==> src/rtl/vending_ctrl_n.sv <==
// Multi-product vending controller: nickel/dime/quarter credit, common price,
// one-cycle dispense pulses and serial nickel change return.
module vending_ctrl_n #(
    parameter int NUM_ITEMS  = 2,
    parameter int PRICE      = 10,
    parameter int MAX_CREDIT = 20,
    parameter int CREDIT_W   = 6
) (
    input  logic                 clk,
    input  logic                 reset,
    input  logic                 nickel,
    input  logic                 dime,
    input  logic                 quarter,
    input  logic [NUM_ITEMS-1:0] select,
    input  logic                 cancel,
    output logic [NUM_ITEMS-1:0] give,
    output logic                 change_nickel,
    output logic                 coin_reject,
    output logic [CREDIT_W-1:0]  credit,
    output logic                 busy
);

    localparam int IDX_W = (NUM_ITEMS > 1) ? $clog2(NUM_ITEMS) : 1;

    typedef enum logic [1:0] {
        IDLE,
        VEND,
        CHANGE
    } state_t;

    state_t               r_state;
    logic                 r_nickel_q;
    logic                 r_dime_q;
    logic                 r_quarter_q;
    logic [IDX_W-1:0]     r_item;
    logic [CREDIT_W-1:0]  r_credit;
    logic [NUM_ITEMS-1:0] r_give;
    logic                 r_change;
    logic                 r_reject;
    logic                 r_busy;

    logic                 w_ev_n;
    logic                 w_ev_d;
    logic                 w_ev_q;
    logic [1:0]           w_num_ev;
    logic                 w_any_ev;
    logic [2:0]           w_coin_val;
    logic [CREDIT_W:0]    w_sum;
    logic                 w_fits;
    logic                 w_sel_ok;
    logic [IDX_W-1:0]     w_sel_idx;
    logic [NUM_ITEMS-1:0] w_item_oh;

    assign w_ev_n   = nickel & ~r_nickel_q;
    assign w_ev_d   = dime & ~r_dime_q;
    assign w_ev_q   = quarter & ~r_quarter_q;
    assign w_num_ev = {1'b0, w_ev_n} + {1'b0, w_ev_d} + {1'b0, w_ev_q};
    assign w_any_ev = w_ev_n | w_ev_d | w_ev_q;

    // Value only matters when exactly one coin event is present.
    assign w_coin_val = w_ev_q ? 3'd5 : (w_ev_d ? 3'd2 : (w_ev_n ? 3'd1 : 3'd0));

    // One extra bit so an overflowing coin cannot wrap the comparison.
    assign w_sum  = {1'b0, r_credit} + (CREDIT_W+1)'(w_coin_val);
    assign w_fits = (w_sum <= (CREDIT_W+1)'(MAX_CREDIT));

    assign w_sel_ok = $onehot(select) && (r_credit >= CREDIT_W'(PRICE));

    always_comb begin
        w_sel_idx = '0;
        for (int i = 0; i < NUM_ITEMS; i++) begin
            if (select[i]) w_sel_idx = IDX_W'(i);
        end
    end

    always_comb begin
        w_item_oh = '0;
        for (int i = 0; i < NUM_ITEMS; i++) begin
            w_item_oh[i] = (r_item == IDX_W'(i));
        end
    end

    always_ff @(posedge clk) begin
        if (reset) begin
            r_state     <= IDLE;
            r_nickel_q  <= 1'b0;
            r_dime_q    <= 1'b0;
            r_quarter_q <= 1'b0;
            r_item      <= '0;
            r_credit    <= '0;
            r_give      <= '0;
            r_change    <= 1'b0;
            r_reject    <= 1'b0;
            r_busy      <= 1'b0;
        end else begin
            r_nickel_q  <= nickel;
            r_dime_q    <= dime;
            r_quarter_q <= quarter;
            r_give      <= '0;
            r_change    <= 1'b0;
            r_reject    <= 1'b0;
            unique case (r_state)
                IDLE: begin
                    if (cancel && (r_credit != '0)) begin
                        r_state  <= CHANGE;
                        r_busy   <= 1'b1;
                        r_reject <= w_any_ev;
                    end else if (w_sel_ok) begin
                        r_credit <= r_credit - CREDIT_W'(PRICE);
                        r_item   <= w_sel_idx;
                        r_state  <= VEND;
                        r_busy   <= 1'b1;
                        r_reject <= w_any_ev;
                    end else if (w_num_ev == 2'd1) begin
                        if (w_fits) r_credit <= w_sum[CREDIT_W-1:0];
                        else        r_reject <= 1'b1;
                    end else if (w_any_ev) begin
                        r_reject <= 1'b1;
                    end
                end
                VEND: begin
                    r_give   <= w_item_oh;
                    r_reject <= w_any_ev;
                    if (r_credit != '0) begin
                        r_state <= CHANGE;
                    end else begin
                        r_state <= IDLE;
                        r_busy  <= 1'b0;
                    end
                end
                CHANGE: begin
                    r_reject <= w_any_ev;
                    if (r_credit != '0) begin
                        r_change <= 1'b1;
                        r_credit <= r_credit - 1'b1;
                    end
                    // Last nickel leaves on the same edge credit hits zero.
                    if (r_credit <= CREDIT_W'(1)) begin
                        r_state <= IDLE;
                        r_busy  <= 1'b0;
                    end
                end
                default: begin
                    r_state <= IDLE;
                    r_busy  <= 1'b0;
                end
            endcase
        end
    end

    assign give          = r_give;
    assign change_nickel = r_change;
    assign coin_reject   = r_reject;
    assign credit        = r_credit;
    assign busy          = r_busy;

endmodule

==> config.mk <==
export PLATFORM = sky130hd
export DESIGN_NAME = vending_ctrl_n
export DESIGN_NICKNAME = d
export VERILOG_FILES = /design/src/rtl/vending_ctrl_n.sv
export SDC_FILE = /design/constraint.sdc
export NUM_CORES = 1
export LEC_CHECK = 0
export ABC_AREA = 1
export BUFFER_PORTS_ARGS = -buffer_cell sky130_fd_sc_hd__buf_4
export CAP_MARGIN = 20
export CORE_MARGIN = 1
export CORE_UTILIZATION = 45
export DETAILED_ROUTE_END_ITERATION = 10
export PLACE_DENSITY_LB_ADDON = 0.2
export SETUP_SLACK_MARGIN = 0.05
export SLEW_MARGIN = 15
export SYNTH_ARGS = -nofsm -noshare
export SYNTH_HDL_FRONTEND = slang
export SYNTH_SLANG_ARGS = --single-unit
==> constraint.sdc <==
create_clock -name clk -period 3.1 [get_ports clk]
set_input_delay 0.465 -clock clk [delete_from_list [all_inputs] [get_ports clk]]
set_output_delay 0.465 -clock clk [all_outputs]
set_load 0.02 [all_outputs]
==> impl_summary.txt, run 1 <==
----------------------------------------------------
[Run status]
  Result of the run ... complete, no violations

[Power]
  Total power of the final layout ... 1.76 mW
  Leakage component of the power ... 0.886 nW
  Cell Pwr Density ... 1080 mW/mm2
  Maximum resistive drop on vdd ... 0.449 mV

[Timing]
  Final clock period utilization by the worst path ... 77.9%
  Maximum clock skew at final layout ... 11.9 ps
  Max Transition Viols Final ... 0
  Final Setup Violations ... 0
  Top achievable clock speed ... 414 MHz
  Worst slew slack as a fraction of its limit ... 70.9%
  Period minus WS final ... 2420 ps
  Worst-Margin Slew ... 436 ps
  RSZ-0062 raised after global routing ... false
  Min setup slack post-route ... 684 ps
  Final hold vios ... 0
  Post-Route Setup TNS ... 0 ps

[Yosys]
  Fraction of synthesized cell area taken by the top area cell type ... 23.5%
  Sequential share of the synthesized area ... 23.5%
  Cell type with the largest total area after synthesis ... dfxtp_1
  Most used flip-flop cell after synthesis ... dfxtp_1
  Number of warnings reported in the yosys synthesis log ... 0
  Number of standard cells after synthesis ... 227
  Mean instance size in the synthesized netlist ... 6.37 um2
  Cell types with the highest counts after synthesis ... 57 x nand2_1, 34 x nor2_1, 29 x inv_1
  Number of enable flip-flop cells after synthesis ... 0
  Synth Register Bits ... 17
  Mapped Area ... 0.00145 mm2
  Main area contributors after synthesis ... dfxtp_1 24%, nand2_1 15%, ha_1 10%, nor2_1 8.8%, nand3_1 8.3%
  Post-synthesis cell type count ... 27
  Synth async-reset ratio ... 0%
  Syn_nets ... 249
  Leading cell type by number of instances after synthesis ... nand2_1

[Layout]
  Number of inserted diodes ... 0
  Count of placed standard cells in the final layout, fillers left out ... 289
  Filler instances ... 309
  Number of nets at the end of the flow ... 268
  Fraction of final layout cells with drive strength greater than 1 ... 16.7%
  Growth of design area from synthesis to finish ... 12.9%

[Global route]
  Largest net degree at the start of global routing ... 13
  Number of antenna violations at the first check in global routing ... 0
  Global-route wire length before repair ... 5180 um
  Aggregate global-route resource usage ... 19.6%
  Number of global-route vias before repair ... 1220
  GRT Residual Overflow ... 0

[Worst setup path]
  Endpoint of the most critical register-to-register path ... credit[2]$_SDFFE_PP0P_
  Start of the worst register-to-register path ... r_nickel_q$_SDFF_PP0_
  Count of cells along the worst register-to-register path ... 17
  Kind of capture point of the worst setup path ... flop
  Class of the most critical setup path ... flop to flop
  Kind of launch point of the worst setup path ... flop
  Arrival time worst endpoint ... 2620 ps
  Register-to-register setup slack ... 680 ps
  Crit path max fanout ... 9
  Endpoint required time on the critical path ... 3300 ps

[Min path]
  Worst Hold Path EP ... r_state[0]$_SDFFE_PP0P_
  Number of cells on the worst hold path ... 2
  Beginning of the worst hold path ... reset
  Hold Path Class ... input port to flop

[Clock network]
  Cts repair resizes ... 0
  TritonCTS Sinks ... 17
  Root buf cell ... clkbuf_4
  Clock-pin transition on the worst setup and hold timing paths ... 110 ps
  TritonCTS clock tree ... yes
  TritonCTS buffer count ... 3
  Clock Latency Late Sink ... 290 ps
  H-Tree Depth ... 1
  Post-cts hold buffer count ... 0
  Post-CTS setup repair buffer count ... 0
  Clock buffer depth ... 2

[Routing]
  Via-per-instance ratio ... 4.93
  Avg WL per Cell ... 10.5 um
  Overall routed net length ... 3050 um
  Antenna Nets Post-Route ... 0
  First-pass DRT Iterations ... 4
  Routed via count ... 1426
  Detailed Route Iter0 Violations ... 41
  DRC ... 0

[Floorplan]
  Core region area ... 0.00305 mm2
  Height of the chip ... 58.7 um
  I/O pin cnt ... 19
  Die area ... 0.00345 mm2
  Std-Cell Rows ... 20
  Effective utilization at floorplan ... 47.4%
  Width of the die ... 58.7 um

[Placed design]
  Pre-CTS setup slack ... 410 ps
  Final weighted congestion in routability-driven placement ... 0.859
  DPL Wire Length ... 2430 um
  Post-placement cell count ... 285
  Count of buffers from port buffering ... 18

[Run]
  Max_cap viols ... 0

----------------------------------------------------
-- power breakdown --
part           switching (mW)  internal, mW  leakage [nW]  total, mW
Combinational           0.803         0.447         0.728       1.25
Sequential              0.101         0.285         0.140      0.386
Clock                  0.0711        0.0480        0.0177      0.119
Total                   0.976         0.780         0.886       1.76
-- per-stage QoR --
step,util (%),hold WS (ps),instance area [um2]
after global placement,52.6,425,1610
final,53.5,371,1630
after global routing,53.5,365,1630
after CTS,53.5,364,1630
after detailed placement,52.6,422,1610
after floorplan,-,407,1450
-- cell type report --
type	instances	area [um2]	area share [%]
Sequential cell	17	340	20.8
Clock inverter	1	5.00	0.307
Clock buffer	3	22.5	1.38
Inverter	33	129	7.89
Tap cell	44	55.1	3.37
Timing Repair Buffer	18	135	8.28
Multi-Input combinational cell	173	946	57.9
-- registers in the layout (all words and copies together) (netlist names) --
register / count
give: 2
r_item: 1
change_nickel: 1
r_state: 2
r_nickel_q: 1
r_quarter_q: 1
busy: 1
r_dime_q: 1
coin_reject: 1
credit: 6
-- worst max-delay path, cell delays in order, from the launching register on --
cell     delay (ps)
dfxtp_1         300
or2_2           310
o21ai_0         170
ha_1            190
inv_1            50
fa_1            380
inv_1            80
nand2_1          80
nand2_1          60
nand2_1          60
nand2_1          90
inv_1            40
nand2_1          50
nand2_1         100
nand2_4         140
nand2_4          70
nor2_1          110
nor2_1           50
-- metal layers --
| layer | vias to the layer above | global-route usage (%) | wire length (um) |
|---|---|---|---|
| met2 | 41 | 32.5 | 1450 |
| met5 | - | 0 | 0 |
| met1 | 634 | 26.1 | 1430 |
| met3 | 4 | 2.86 | 143 |
| li1 | 747 | - | - |
| met4 | 0 | 6.80 | 23 |
-- how the worst max path moves through the flow --
stage,startpoint,depth (start not counted),slack [ps],endpoint
global route,r_quarter_q$_SDFF_PP0_,19,420,credit[3]$_SDFFE_PP0P_
CTS,r_nickel_q$_SDFF_PP0_,17,670,credit[2]$_SDFFE_PP0P_
global placement,nickel,19,470,credit[2]$_SDFFE_PP0P_
floorplan,nickel,18,680,credit[2]$_SDFFE_PP0P_
detailed placement,nickel,19,410,credit[2]$_SDFFE_PP0P_
finish,r_nickel_q$_SDFF_PP0_,17,680,credit[2]$_SDFFE_PP0P_
-- cell usage in the layout (no fill, tap or decap) --
cell and count:
nor2_1 34, xor2_1 1, clkinv_2 1, nand4_1 4, dfxtp_1 17, o21ai_0 7
nor3_1 1, nand2_4 3, xor2_2 1, inv_2 2, a31oi_1 1, clkbuf_4 3
clkinv_4 1, or2_2 2, nand2_2 4, nand3_1 24, buf_4 18, nand3_2 2
ha_1 12, fa_1 2, o21ai_1 2, clkinv_1 1, nor2_2 3, a21oi_1 12
nand3_4 1, inv_1 29, nand2_1 57
-- cell families (layout without fill, tap and decap cells) --
group | Yosys count | in the layout | share of synthesized area, %
and+or+nand+nor | 135 | 135 | 42.8
AOI/OAI and AO/OA | 22 | 22 | 7.70
adders and majority gates | 14 | 14 | 13.1
xor gates and xnor gates | 2 | 2 | 1.73
buffers and inverters | 37 | 55 | 11.1
DFF | 17 | 17 | 23.5
No activity file was read; power rests on OpenSTA's default activity.
==> run 2: changes to the inputs <==
Clock period 3.1 ns to 2.3 ns, I/O delays scaled along.
==> run 2 against run 1 <==
- critical path depth shrank 2
- die area is the same
- global-route usage rose by 1.8 points
- first-iteration DRC count grew 49%
- design area is 8.0% higher
- count of clock-buffer cells in the layout stayed put
- register-to-register slack got worse by 630 ps
- power rose by 43%
- utilization rose by 4.3 points
- routed wire length increased by 9.7%
- critical path type unchanged
==> impl_summary.txt, run 2 (synthesis results as in run 1) <==
----------------------------------------------------
[Worst setup path]
  Start of the worst register-to-register path ... r_nickel_q$_SDFF_PP0_ (unchanged)
  Crit path max fanout ... 5 (was 9)
  Kind of capture point of the worst setup path ... flop (unchanged)
  Endpoint of the most critical register-to-register path ... credit[3]$_SDFFE_PP0P_ (was credit[2]$_SDFFE_PP0P_)
  Register-to-register setup slack ... 60 ps (was 680 ps)
  Critical path origin ... r_nickel_q$_SDFF_PP0_ (unchanged)
  Capturing instance or port of the critical path ... credit[3]$_SDFFE_PP0P_ (was credit[2]$_SDFFE_PP0P_)
  Count of cells along the worst register-to-register path ... 15 (was 17)
  Endpoint required time on the critical path ... 2550 ps (was 3300 ps)
  Kind of launch point of the worst setup path ... flop (unchanged)
  Class of the most critical setup path ... flop to flop (unchanged)
  Arrival time worst endpoint ... 2490 ps (was 2620 ps)

[Clock network]
  Root buf cell ... clkbuf_4 (unchanged)
  Clock buffer depth ... 2 (unchanged)
  Clock-pin transition on the worst setup and hold timing paths ... 120 ps (was 110 ps)
  H-Tree Depth ... 1 (unchanged)
  TritonCTS buffer count ... 3 (unchanged)
  Post-CTS setup repair buffer count ... 0 (unchanged)
  TritonCTS Sinks ... 17 (unchanged)
  Clock Latency Late Sink ... 310 ps (was 290 ps)
  TritonCTS clock tree ... yes (unchanged)

[Global route]
  Aggregate global-route resource usage ... 21.4% (was 19.6%)
  Number of global-route vias before repair ... 1271 (was 1220)
  Global-route wire length before repair ... 5530 um (was 5180 um)
  GRT Residual Overflow ... 0 (unchanged)
  Largest net degree at the start of global routing ... 13 (unchanged)
  Number of antenna violations at the first check in global routing ... 0 (unchanged)

[Placed design]
  DPL Wire Length ... 2660 um (was 2430 um)
  Final weighted congestion in routability-driven placement ... 0.863 (was 0.859)
  Count of buffers from port buffering ... 18 (unchanged)
  Pre-CTS setup slack ... -139 ps (was 410 ps)
  Placed cell area ... 0.00172 mm2 (was 0.00161 mm2)

[Timing]
  Final clock period utilization by the worst path ... 97.6% (was 77.9%)
  Worst slew slack as a fraction of its limit ... 68.9% (was 70.9%)
  Worst-Margin Slew ... 465 ps (was 436 ps)
  Top achievable clock speed ... 445 MHz (was 414 MHz)
  Final Setup Violations ... 0 (unchanged)
  Post-Route Setup TNS ... 0 ps (unchanged)
  Min setup slack post-route ... 55.3 ps (was 684 ps)
  Final hold vios ... 0 (unchanged)
  RSZ-0062 raised after global routing ... true (was false)
  Max Transition Viols Final ... 0 (unchanged)
  Period minus WS final ... 2240 ps (was 2420 ps)
  Maximum clock skew at final layout ... 12.6 ps (was 11.9 ps)

[Power]
  Maximum resistive drop on vdd ... 0.754 mV (was 0.449 mV)
  Total power of the final layout ... 2.52 mW (was 1.76 mW)
  Leakage component of the power ... 0.950 nW (was 0.886 nW)
  Cell Pwr Density ... 1430 mW/mm2 (was 1080 mW/mm2)

[Routing]
  Via-per-instance ratio ... 4.77 (was 4.93)
  Avg WL per Cell ... 11.0 um (was 10.5 um)
  Antenna Nets Post-Route ... 0 (unchanged)
  DRC ... 0 (unchanged)
  Routed via count ... 1449 (was 1426)
  Overall routed net length ... 3350 um (was 3050 um)
  Detailed Route Iter0 Violations ... 61 (was 41)
  First-pass DRT Iterations ... 4 (unchanged)

[Floorplan]
  Height of the chip ... 58.7 um (unchanged)
  Effective utilization at floorplan ... 47.4% (unchanged)
  Width of the die ... 58.7 um (unchanged)
  Std-Cell Rows ... 20 (unchanged)
  Core region area ... 0.00305 mm2 (unchanged)
  I/O pin cnt ... 19 (unchanged)
  Die area ... 0.00345 mm2 (unchanged)

[Layout]
  Growth of design area from synthesis to finish ... 22.0% (was 12.9%)
  Number of nets at the end of the flow ... 283 (was 268)
  Filler instances ... 326 (was 309)
  Number of flip-flops in the largest register ... 6 (unchanged)
  Post-route cell area ... 0.00176 mm2 (was 0.00163 mm2)
  Fraction of final layout cells with drive strength greater than 1 ... 24.6% (was 16.7%)
  Most used cells in the layout excluding fill and tap cells ... 55 x nand2_1, 34 x nor2_1, 32 x buf_4 (was 57 x nand2_1, 34 x nor2_1, 29 x inv_1)
  Core utilization of the finished layout ... 57.8% (was 53.5%)
  Number of inserted diodes ... 0 (unchanged)
  Most common cell after layout, fill and taps aside ... nand2_1 (unchanged)

[Min path]
  Number of cells on the worst hold path ... 2 (unchanged)
  Hold Path Class ... input port to flop (unchanged)

[Run]
  Max_cap viols ... 0 (unchanged)

[Run status]
  Result of the run ... complete, no violations (unchanged)

----------------------------------------------------
## run 2: cell types whose count changed in the layout (fill, tap and decap cells not counted), sizes merged
cell,previous run,this run
buf,18,32
clkinv,3,2
clkinvlp,0,1
nand2,64,65
## run 2: worst min path at each step
stage,startpoint,endpoint,slack (ps)
floorplan,r_item$_SDFFE_PP0P_,give[0]$_SDFF_PP0_,410
global placement,r_item$_SDFFE_PP0P_,give[0]$_SDFF_PP0_,420
detailed placement,r_item$_SDFFE_PP0P_,give[0]$_SDFF_PP0_,420
CTS,reset,r_state[0]$_SDFFE_PP0P_,210
global route,reset,r_dime_q$_SDFF_PP0_,220
finish,reset,r_nickel_q$_SDFF_PP0_,210
## run 2: report_power, final
group	total (mW)	internal [mW]	switching [mW]
registers	0.489	0.384	0.105
clock network	0.174	0.0664	0.108
logic	1.85	0.683	1.17
total	2.52	1.13	1.38
## run 2: stage by stage
step	cells	hold slack, ps
2_1_floorplan	227	407
3_3_place_gp	299	424
3_5_place_dp	299	424
4_1_cts	304	214
5_1_grt	304	219
6_report	304	211
## run 2: area by class of cell
class                   instances  area, um2  share of cell area [%]
clock inverters                 1       7.51                   0.426
well taps                      44       55.1                    3.12
clock buffers                   3       22.5                    1.28
flip-flops and latches         17        342                    19.4
inverters                      33        129                    7.30
multi-input cells             174        968                    54.9
repair buffers                 32        240                    13.6
## run 2: worst max-delay path, stage by stage, from the launching register on
cell	delay, ps
dfxtp_2	330
or2_4	240
o21ai_2	120
ha_2	190
inv_2	40
fa_2	530
nand2_1	60
nand3_1	70
nand3_1	70
nand2_1	70
nand2_2	90
nand2_4	110
nand2_4	60
nand2_1	50
nand2_1	50
nor2_1	100
## run 2: per-layer routing
layer | track usage, % | share of wire (%) | vias to the layer above | routed length [um]
met4 | 5.10 | 1.1 | 0 | 36
met3 | 3.30 | 3.1 | 5 | 105
met1 | 26.6 | 47 | 634 | 1580
met5 | 0 | 0 | - | 0
li1 | - | - | 783 | -
met2 | 38.8 | 48 | 27 | 1620
## run 2: what timing repair did
item | CTS | global route
resized for setup | 2 | 3
hold endpoints to repair | 0 | 0
setup endpoints to repair | 6 | 7
hold buffers | 0 | 0
pin swaps | 4 | 1
cloned | 1 | 0
